### src/rtl/pc_redirect_control_if.sv
// Fetch-side control bundle between the pipeline (master) and the PC
// redirect controller (slave). CNT_W sizes the committed-redirect counter.
interface pc_redirect_control_if #(
  parameter int CNT_W = 16
);
  logic             branch_valid;
  logic [31:0]      branch_target;
  logic [31:0]      pc_plus4;
  logic             hazard_stall;
  logic             fetch_ready;
  logic             pc_write;
  logic [31:0]      pc_out;
  logic             ifid_write;
  logic             ifid_flush;
  logic             idex_flush;
  logic             redirect_pending;
  logic [CNT_W-1:0] redirect_count;
  logic             proto_err;

  modport master (
    output branch_valid, branch_target, pc_plus4, hazard_stall, fetch_ready,
    input  pc_write, pc_out, ifid_write, ifid_flush, idex_flush,
           redirect_pending, redirect_count, proto_err
  );

  modport slave (
    input  branch_valid, branch_target, pc_plus4, hazard_stall, fetch_ready,
    output pc_write, pc_out, ifid_write, ifid_flush, idex_flush,
           redirect_pending, redirect_count, proto_err
  );
endinterface

### src/rtl/pc_redirect_control.sv
// PC redirect controller: chooses the next PC (sequential, branch target or
// a held target), drives IF/ID and ID/EX enables/flushes, and parks a taken
// branch in HOLD while instruction memory is not ready to accept it.
module pc_redirect_control #(
  parameter int CNT_W = 16
) (
  input  logic clk,
  input  logic rst_n,
  pc_redirect_control_if.slave bus
);

  typedef enum logic {
    RUN  = 1'b0,
    HOLD = 1'b1
  } state_t;

  state_t           state;
  state_t           state_next;
  logic [31:0]      held_target;
  logic [CNT_W-1:0] redirect_count;
  logic             proto_err;

  logic             pc_write;
  logic [31:0]      pc_out;
  logic             ifid_write;
  logic             ifid_flush;
  logic             idex_flush;
  logic             capture;   // latch branch_target into held_target
  logic             commit;    // a redirect reached the PC this cycle
  logic             err_set;   // branch arrived while already holding

  // State register; reset always returns to RUN so a held redirect is dropped.
  always_ff @(posedge clk or negedge rst_n) begin
    if (!rst_n) begin
      state <= RUN;
    end else begin
      state <= state_next;
    end
  end

  // Held target, saturating redirect counter and sticky protocol error.
  always_ff @(posedge clk or negedge rst_n) begin
    if (!rst_n) begin
      held_target    <= 32'd0;
      redirect_count <= '0;
      proto_err      <= 1'b0;
    end else begin
      if (capture) begin
        held_target <= bus.branch_target;
      end
      if (commit && (redirect_count != {CNT_W{1'b1}})) begin
        redirect_count <= redirect_count + {{(CNT_W-1){1'b0}}, 1'b1};
      end
      if (err_set) begin
        proto_err <= 1'b1;
      end
    end
  end

  // Next state and zero-latency pipeline controls; all quiet while in reset.
  always_comb begin
    state_next = state;
    pc_write   = 1'b0;
    pc_out     = 32'd0;
    ifid_write = 1'b0;
    ifid_flush = 1'b0;
    idex_flush = 1'b0;
    capture    = 1'b0;
    commit     = 1'b0;
    err_set    = 1'b0;
    if (rst_n) begin
      case (state)
        RUN: begin
          if (bus.branch_valid) begin
            // Taken branch squashes both younger stages, including a stalled
            // ID instruction; IF/ID loads the NOP.
            ifid_write = 1'b1;
            ifid_flush = 1'b1;
            idex_flush = 1'b1;
            if (bus.fetch_ready) begin
              pc_write = 1'b1;
              pc_out   = bus.branch_target;
              commit   = 1'b1;
            end else begin
              capture    = 1'b1;
              state_next = HOLD;
            end
          end else if (bus.hazard_stall) begin
            // Load-use bubble: freeze PC and IF/ID, inject NOP into ID/EX.
            idex_flush = 1'b1;
          end else if (bus.fetch_ready) begin
            pc_write   = 1'b1;
            pc_out     = bus.pc_plus4;
            ifid_write = 1'b1;
          end else begin
            // Fetch not accepted: nothing valid arrives, so load a NOP.
            ifid_write = 1'b1;
            ifid_flush = 1'b1;
          end
        end
        HOLD: begin
          // Keep squashing until the held target is accepted by fetch.
          ifid_write = 1'b1;
          ifid_flush = 1'b1;
          idex_flush = 1'b1;
          err_set    = bus.branch_valid;
          if (bus.fetch_ready) begin
            pc_write   = 1'b1;
            pc_out     = held_target;
            commit     = 1'b1;
            state_next = RUN;
          end
        end
        default: state_next = RUN;
      endcase
    end
  end

  assign bus.pc_write         = pc_write;
  assign bus.pc_out           = pc_out;
  assign bus.ifid_write       = ifid_write;
  assign bus.ifid_flush       = ifid_flush;
  assign bus.idex_flush       = idex_flush;
  assign bus.redirect_pending = (state == HOLD) && rst_n;
  assign bus.redirect_count   = redirect_count;
  assign bus.proto_err        = proto_err;

endmodule
### src/flat_wrapper.sv
// flat-port wrapper written by rule: the top's interface ports become plain ports
module pc_redirect_control_flat 
#(
  parameter int CNT_W = 16
)
  (clk, rst_n, bus_branch_valid, bus_branch_target, bus_pc_plus4, bus_hazard_stall, bus_fetch_ready, bus_pc_write, bus_pc_out, bus_ifid_write, bus_ifid_flush, bus_idex_flush, bus_redirect_pending, bus_redirect_count, bus_proto_err);
  pc_redirect_control_if #(.CNT_W(CNT_W)) bus_i ();
  input  logic clk;
  input  logic rst_n;
  input wire logic [$bits(bus_i.branch_valid)-1:0] bus_branch_valid;
  input wire logic [$bits(bus_i.branch_target)-1:0] bus_branch_target;
  input wire logic [$bits(bus_i.pc_plus4)-1:0] bus_pc_plus4;
  input wire logic [$bits(bus_i.hazard_stall)-1:0] bus_hazard_stall;
  input wire logic [$bits(bus_i.fetch_ready)-1:0] bus_fetch_ready;
  output wire logic [$bits(bus_i.pc_write)-1:0] bus_pc_write;
  output wire logic [$bits(bus_i.pc_out)-1:0] bus_pc_out;
  output wire logic [$bits(bus_i.ifid_write)-1:0] bus_ifid_write;
  output wire logic [$bits(bus_i.ifid_flush)-1:0] bus_ifid_flush;
  output wire logic [$bits(bus_i.idex_flush)-1:0] bus_idex_flush;
  output wire logic [$bits(bus_i.redirect_pending)-1:0] bus_redirect_pending;
  output wire logic [$bits(bus_i.redirect_count)-1:0] bus_redirect_count;
  output wire logic [$bits(bus_i.proto_err)-1:0] bus_proto_err;
  assign bus_i.branch_valid = bus_branch_valid;
  assign bus_i.branch_target = bus_branch_target;
  assign bus_i.pc_plus4 = bus_pc_plus4;
  assign bus_i.hazard_stall = bus_hazard_stall;
  assign bus_i.fetch_ready = bus_fetch_ready;
  assign bus_pc_write = bus_i.pc_write;
  assign bus_pc_out = bus_i.pc_out;
  assign bus_ifid_write = bus_i.ifid_write;
  assign bus_ifid_flush = bus_i.ifid_flush;
  assign bus_idex_flush = bus_i.idex_flush;
  assign bus_redirect_pending = bus_i.redirect_pending;
  assign bus_redirect_count = bus_i.redirect_count;
  assign bus_proto_err = bus_i.proto_err;
  pc_redirect_control #(.CNT_W(CNT_W)) u_core (.clk(clk), .rst_n(rst_n), .bus(bus_i));
endmodule
### config.mk
export PLATFORM = sky130hd
export DESIGN_NAME = pc_redirect_control_flat
export DESIGN_NICKNAME = d
export VERILOG_FILES = /design/src/rtl/pc_redirect_control_if.sv /design/src/rtl/pc_redirect_control.sv /design/src/flat_wrapper.sv
export SDC_FILE = /design/constraint.sdc
export NUM_CORES = 1
export LEC_CHECK = 0
export CORE_ASPECT_RATIO = 1.2
export CORE_MARGIN = 10
export CORE_UTILIZATION = 27
export DETAILED_ROUTE_END_ITERATION = 7
export PLACE_DENSITY = 0.62
export RECOVER_POWER = 100
export SLEW_MARGIN = 20
export SYNTH_ARGS = -nofsm -noshare
export SYNTH_HDL_FRONTEND = slang
export SYNTH_SLANG_ARGS = --single-unit
### constraint.sdc
create_clock -name clk -period 3.2 [get_ports clk]
set_input_delay 0.64 -clock clk [delete_from_list [all_inputs] [get_ports clk]]
set_output_delay 0.64 -clock clk [all_outputs]
set_load 0.01 [all_outputs]
==> results.txt, run 1 <==
----------------------------------------------------
[Outcome]
  Outcome ... complete, but fails checks
  Failing checks ... capacitance limit, slew limit

[Worst setup path]
  Crit Path Category ... input pin to primary output
  WP data arrival ... 2.51 ns
  Data required time of the worst path ... 2.56 ns
  Register-to-Register Path Depth ... 5
  Launch point of the worst path ... bus_hazard_stall
  Type of element capturing the critical path ... primary output
  Critical Path Fanout Max ... 30
  Worst reg2reg startpoint ... u_core.state$_DFFE_PN0P_
  Internal reg-to-reg setup slack ... 0.79 ns
  Kind of start point of the critical path ... input pin
  Worst reg2reg path endpoint ... u_core.held_target[27]$_DFFE_PN0P_

[Routing]
  Routed len/inst ... 18.0 um
  Drt via density ... 5.15
  Detailed-route via count ... 2710
  Detailed-route DRC error count ... 0
  Final routed wirelength across all metal layers ... 9.47 mm
  First-iteration detailed-routing DRC count ... 90
  Post-detailed-route count of antenna-violating nets ... 0
  Drt pass-1 iters ... 4

[Yosys]
  Synth area leaders ... dfrtp_1, mux2_2, a221oi_1, a21oi_1, nand2_1
  Most common library cells after synthesis ... dfrtp_1, nand2_1, a21oi_1
  Count of distinct cell types in the synthesized netlist ... 36
  Leading cell type by number of instances after synthesis ... dfrtp_1
  Total number of yosys warnings ... 0
  Count of flip-flops with a built-in enable after synthesis ... 0
  Total standard cell area after synthesis ... 2790 um2
  Fraction of synthesized cell area taken by the top area cell type ... 44.8%
  Flop and latch count out of synthesis ... 50
  Gate Count Post-Synth ... 271
  Share of synthesized area occupied by flip-flops and latches ... 44.8%
  Mean post-synth cell area ... 10.3 um2
  Proportion of synthesized flip-flops having asynchronous set or reset ... 100%
  Most instantiated flip-flop cell in the synthesis netlist ... dfrtp_1
  Synthesized Nets ... 341
  Library cell with the largest summed area after synthesis ... dfrtp_1

[CTS]
  Maximum level of the CTS H-tree ... 2
  Worst-case clock buffer depth ... 2
  Latest clock arrival within the worst-skew pair ... 0.29 ns
  Reg clk slew, reported paths ... 0.06 ns
  Num CTS Buffers ... 5
  Num Clock Sinks ... 50
  Root Driver ... clkbuf_16
  Clock tree from TritonCTS ... yes
  CTS Hold Buffers Added ... 0

[Floorplan]
  Number of top-level pins ... 123
  Initial Utilization ... 27.8%
  Rows ... 40
  Overall die height ... 131 um
  Horiz. Die Dim ... 113 um
  Core Footprint ... 10100 um2
  Area of the die ... 14800 um2

[Finish]
  Fill cell total of the finished layout ... 975
  Area growth from synthesis to final layout ... 58.5%
  Post-Route Utilization ... 44.0%
  Nets@finish ... 469
  Layout Cell Area excl Fill ... 4430 um2
  Area taken by flip-flops and latches ... 1250 um2
  Layout cell share with drive strength beyond 1 ... 15.8%
  ANT cells ... 0
  Area of the multi-input gates ... 1420 um2

[GRT]
  Global-route wire length before repair ... 15.1 mm
  Maximum number of pins on one net before global-route repair ... 38
  Initial antenna violation count ... 0
  Vias in the first global route ... 2880
  Total grt overflow ... 0
  GRT Overall Usage ... 12.1%

[Pwr]
  Share of power burned in registers ... 41.1%
  Static power due to leakage ... 0.00205 uW
  Net Sw Frac ... 28.5%
  Clock Power Share ... 28.0%
  Internal power ... 1510 uW
  Post-layout total power ... 2120 uW
  PD cells ... 478 nW/um2
  Power dissipated by switching net loads ... 603 uW
  Worst IR drop on VDD ... 0.000257 V
  Power share of the combinational group ... 30.8%

[STA]
  Final slew viol count ... 29
  Number of setup violations in the final report ... 0
  Time the final worst path needs with I/O delays and setup ... 3.15 ns
  Timing-limited maximum frequency ... 0.317 GHz
  Fraction of the cycle the final worst path needs ... 98.5%
  Worst path setup slack after routing ... 0.0466 ns
  Final Hold Viols ... 0
  Final clock skew ... 0.00749 ns
  Max_slew headroom ... -1.12%
  Pin slew with the least headroom to its limit ... 1.52 ns

[Placement]
  Count of port buffers added during placement ... 122
  Area of placed instances ... 4220 um2
  Post-detailed-placement half-perimeter wirelength ... 7.00 mm
  Placement-stage worst setup slack ... 0.00530 ns
  Final estimated routing congestion in global placement ... 0.786

[Min path]
  Hold Crit Class ... input pin to asynchronous set/reset pin

[Flow run]
  Max Cap Viol ... 1

----------------------------------------------------
[cells by family after synthesis]
kind of cell | Yosys count | share of synthesized area, %
AND/OR/NAND/NOR | 74 | 13.7
flip-flops | 50 | 44.8
AO/OA/AOI/OAI | 77 | 19.4
buffers and inverters | 23 | 4.21
multiplexers | 34 | 13.7
XOR/XNOR | 12 | 3.76
adder cells (fa/ha/maj) | 1 | 0.448
[area by class of cell]
class	instances	share of cell area [%]
Clock buffer	6	2.91
Clock inverter	2	0.848
Inverter	1	0.0848
Multi-Input combinational cell	198	32.1
Sequential cell	50	28.3
Tap cell	126	3.56
Timing Repair Buffer	143	32.3
[flip-flops by register name, indices dropped and copies added (netlist names)]
signal,flops
u_core.bus.proto_err,1
u_core.bus.redirect_count,16
u_core.held_target,32
u_core.state,1
[per-layer routing]
metal | up-vias | GRT usage [%] | part of all wire [%] | wire [um]
li1 | 1283 | - | - | -
met1 | 1325 | 15.4 | 46 | 4360
met2 | 94 | 19.6 | 47 | 4430
met3 | 8 | 3.46 | 6.4 | 605
met4 | 0 | 2.61 | 0.87 | 82
met5 | - | 0 | 0 | 0
[through the flow]
step,setup TNS (ns),hold slack (ns),instances
after floorplan,0,0.344,271
after global placement,0,0.442,517
after detailed placement,0,0.462,517
after CTS,0,0.188,525
after global routing,-0.0000779,0.294,526
final,0,0.272,526
[critical path, stage by stage]
cell and delay [ns]:
clkdlybuf4s50_1 0.51, nor3b_4 0.29, buf_12 0.22, a221oi_1 0.10, a21oi_1 0.17, clkdlybuf4s50_1 0.57
[how the worst max path moves through the flow]
stage                                end  slack (ns)  cells past startpoint
after floorplan           bus_pc_out[11]        1.03                      4
after global placement     bus_pc_out[8]        0.02                      6
after detailed placement   bus_pc_out[0]       0.005                      6
after CTS                  bus_pc_out[0]       0.002                      6
after global routing      bus_pc_out[25]    -0.00008                      6
final                     bus_pc_out[23]        0.05                      6
[timing repair]
item                                    4_1_cts  5_1_grt
endpoints found under the setup margin        0       33
setup buffers                                 0        1
resized for setup                             0       23
[power by group through the flow]
stage          Sequential [uW]  Combinational (uW)  Clock (uW)
2_1_floorplan              877                 319           0
3_3_place_gp               878                 679           0
3_5_place_dp               886                 690           0
4_1_cts                    874                 692         619
5_1_grt                    892                 721         638
6_report                   871                 653         594
[layout by cell type (no fill, tap or decap), drive strengths merged, types with 2 or more instances in the layout]
cell	n
buf	17
xor2	3
nor3	2
dlymetal6s2s	23
a221oi	32
o2111ai	2
mux2	34
clkbuf	11
nand3	5
a21oi	35
nor3b	2
and4	2
nand4	7
dfrtp	50
xnor2	9
nor2	7
nand2b	2
clkdlybuf4s50	79
nand2	37
and3	3
dlygate4sd3	19
a41oi	2
and2	5
(Power assumes the default switching activity.)
==> run 2: changes to the inputs <==
--- a/config.mk
+++ b/config.mk
@@ -7,9 +7,9 @@
 export LEC_CHECK = 0
 export CORE_ASPECT_RATIO = 1.2
 export CORE_MARGIN = 10
-export CORE_UTILIZATION = 27
+export CORE_UTILIZATION = 45
 export DETAILED_ROUTE_END_ITERATION = 7
-export PLACE_DENSITY = 0.62
+export PLACE_DENSITY = 0.91
 export RECOVER_POWER = 100
 export SLEW_MARGIN = 20
 export SYNTH_ARGS = -nofsm -noshare
==> run 2 against run 1 <==
The run still ends with capacitance limit, slew limit left. Highest routed layer unchanged. Critical endpoint is now bus_pc_out[21]. Sequential share of layout area rose by 1.3 points. Register-to-register slack better by 0.15 ns. Critical path type unchanged. Critical path depth did not move. Clock skew barely moved. Wire length decreased by 4.9%.
==> results.txt, run 2 (synthesized netlist as in run 1, its figures left out) <==
----------------------------------------------------
[Outcome]
  Outcome ... complete, but fails checks
  Failing checks ... capacitance limit, slew limit

[Floorplan]
  Initial Utilization ... 46.2%
  Rows ... 31
  Horiz. Die Dim ... 91.9 um
  Number of top-level pins ... 123
  Overall die height ... 106 um
  Area of the die ... 9770 um2
  Core Footprint ... 6050 um2

[CTS]
  Num Clock Sinks ... 50
  Setup Buffers After CTS ... 0
  Latest clock arrival within the worst-skew pair ... 0.30 ns
  Clock tree from TritonCTS ... yes
  Num CTS Buffers ... 5
  CTS Hold Buffers Added ... 0
  Worst-case clock buffer depth ... 2
  Maximum level of the CTS H-tree ... 2
  Root Driver ... clkbuf_8
  Reg clk slew, reported paths ... 0.10 ns

[Routing]
  Detailed-route via count ... 2730
  Routed len/inst ... 19.0 um
  Drt via density ... 5.75
  Detailed-route DRC error count ... 0
  First-iteration detailed-routing DRC count ... 144
  Final routed wirelength across all metal layers ... 9.01 mm
  Drt pass-1 iters ... 4
  Post-detailed-route count of antenna-violating nets ... 0

[STA]
  Final Hold Viols ... 0
  Final clock skew ... 0.00757 ns
  Fraction of the cycle the final worst path needs ... 97.3%
  Pin slew with the least headroom to its limit ... 1.62 ns
  Number of setup violations in the final report ... 0
  Final slew viol count ... 32
  Worst path setup slack after routing ... 0.0861 ns
  Unrepaired setup endpoints after global routing ... no
  Timing-limited maximum frequency ... 0.321 GHz
  Max_slew headroom ... -8.09%
  Time the final worst path needs with I/O delays and setup ... 3.11 ns

[Finish]
  Layout Cell Area excl Fill ... 4230 um2
  Area of the multi-input gates ... 1420 um2
  Top Registers ... u_core.held_target x32, u_core.bus.redirect_count x16
  Layout cell share with drive strength beyond 1 ... 14.2%
  Register bank with the most flops ... u_core.held_target
  Largest register FFs ... 32
  Area taken by flip-flops and latches ... 1250 um2
  ANT cells ... 0
  Area growth from synthesis to final layout ... 51.4%
  Fill cell total of the finished layout ... 474
  Most common cell after layout, fill and taps aside ... clkdlybuf4s50_1
  Non-filler cells, final ... 475
  Most frequent cells in the layout ... clkdlybuf4s50_1, dfrtp_1, nand2_1
  Nets@finish ... 462

[Worst setup path]
  Slowest cell on crit path ... clkdlybuf4s50_1
  Worst path cell trace ... clkdlybuf4s50_1 -> nor3b_4 -> buf_6 -> a221oi_1 -> a21oi_1 -> clkdlybuf4s50_1
  Data required time of the worst path ... 2.56 ns
  Register-to-Register Path Depth ... 4
  Crit Path Category ... input pin to primary output
  Max incr delay on CP ... 0.58 ns
  WP data arrival ... 2.47 ns
  Kind of start point of the critical path ... input pin
  Type of element capturing the critical path ... primary output
  Critical Path Fanout Max ... 9
  Cell occurring most often along the worst timing path ... clkdlybuf4s50_1

[GRT]
  GRT Overall Usage ... 17.4%
  Initial antenna violation count ... 0
  Vias in the first global route ... 2871
  Maximum number of pins on one net before global-route repair ... 39
  Global-route wire length before repair ... 14.3 mm
  Total grt overflow ... 0

[Placement]
  Placed Cells ... 466
  Final estimated routing congestion in global placement ... 0.820
  Area of placed instances ... 4110 um2
  Count of port buffers added during placement ... 122
  Post-detailed-placement half-perimeter wirelength ... 6.71 mm
  Placement-stage worst setup slack ... -0.0352 ns

[Pwr]
  PD cells ... 485 nW/um2
  Post-layout total power ... 2050 uW
  Worst IR drop on VDD ... 0.000527 V
  Static power due to leakage ... 0.00170 uW

[Flow run]
  Max Cap Viol ... 1

[Min path]
  Hold Crit Class ... input pin to asynchronous set/reset pin

----------------------------------------------------
run 2: cell types whose count changed in the layout (fill, tap and decap cells not counted):
cell             change
clkdlybuf4s50_1     +15
buf_4                -9
clkbuf_1             +3
clkinv_4             +1
clkinvlp_4           -1
clkbuf_8             +5
and2_0               +1
dlygate4sd2_1        +1
buf_6                +2
clkbuf_16            -5
clkbuf_2             -1
bufinv_16            +1
and2_1               -1
dlymetal6s2s_1      -19
run 2: per-layer routing:
metal / global-route usage, % / part of all wire, % / vias up
met5: 0 / 0 / -
li1: - / - / 1263
met1: 18.1 / 39 / 1359
met3: 4.50 / 6.1 / 8
met2: 32.9 / 54 / 100
met4: 5.30 / 1.4 / 0
run 2: worst paths after layout:
check / start / endpoint / slack [ns]
worst max-delay path: bus_hazard_stall / bus_pc_out[21] / 0.09
worst max register to register: u_core.state$_DFFE_PN0P_ / u_core.held_target[16]$_DFFE_PN0P_ / 0.94
min in group clk: u_core.bus.proto_err$_DFFE_PN0P_ / u_core.bus.proto_err$_DFFE_PN0P_ / 0.47
worst min-delay path: rst_n / u_core.bus.proto_err$_DFFE_PN0P_ / 0.19
max in group asynchronous: rst_n / u_core.held_target[12]$_DFFE_PN0P_ / 1.19
worst min register to register: u_core.bus.proto_err$_DFFE_PN0P_ / u_core.bus.proto_err$_DFFE_PN0P_ / 0.47
run 2: through the flow:
step                      TNS, ns  utilization, %  hold slack, ns
after floorplan                 0               -           0.344
after global placement          0            68.0           0.449
after detailed placement  -0.0746            68.0           0.447
after CTS                       0            70.2           0.135
after global routing            0            69.9           0.194
final                           0            69.9           0.189
run 2: area by class of cell:
cell class	count	share of cell area, %
multi-input combinational	198	33.6
timing repair buffer	136	31.1
sequential	50	29.6
tap	82	2.43
clock buffer	5	1.63
clock inverter	3	1.63
inverter	1	0.0888
run 2: worst max-delay path, delay by kind of cell:
family | cells | cell delay [ns]
simple gates | 1 | 0.30
buf+inv | 3 | 1.26
compound gates | 2 | 0.26
run 2: report_power, final:
part / switching (uW) / internal, uW
Clock: 213 / 313
Combinational: 280 / 370
Sequential: 106 / 769
Total: 599 / 1450
run 2: what timing repair did:
item	4_1_cts	5_1_grt
endpoints found under the setup margin	3	32
resized for setup	1	11
hold endpoints to repair	0	0
gates cloned	0	1
pin swaps	0	1
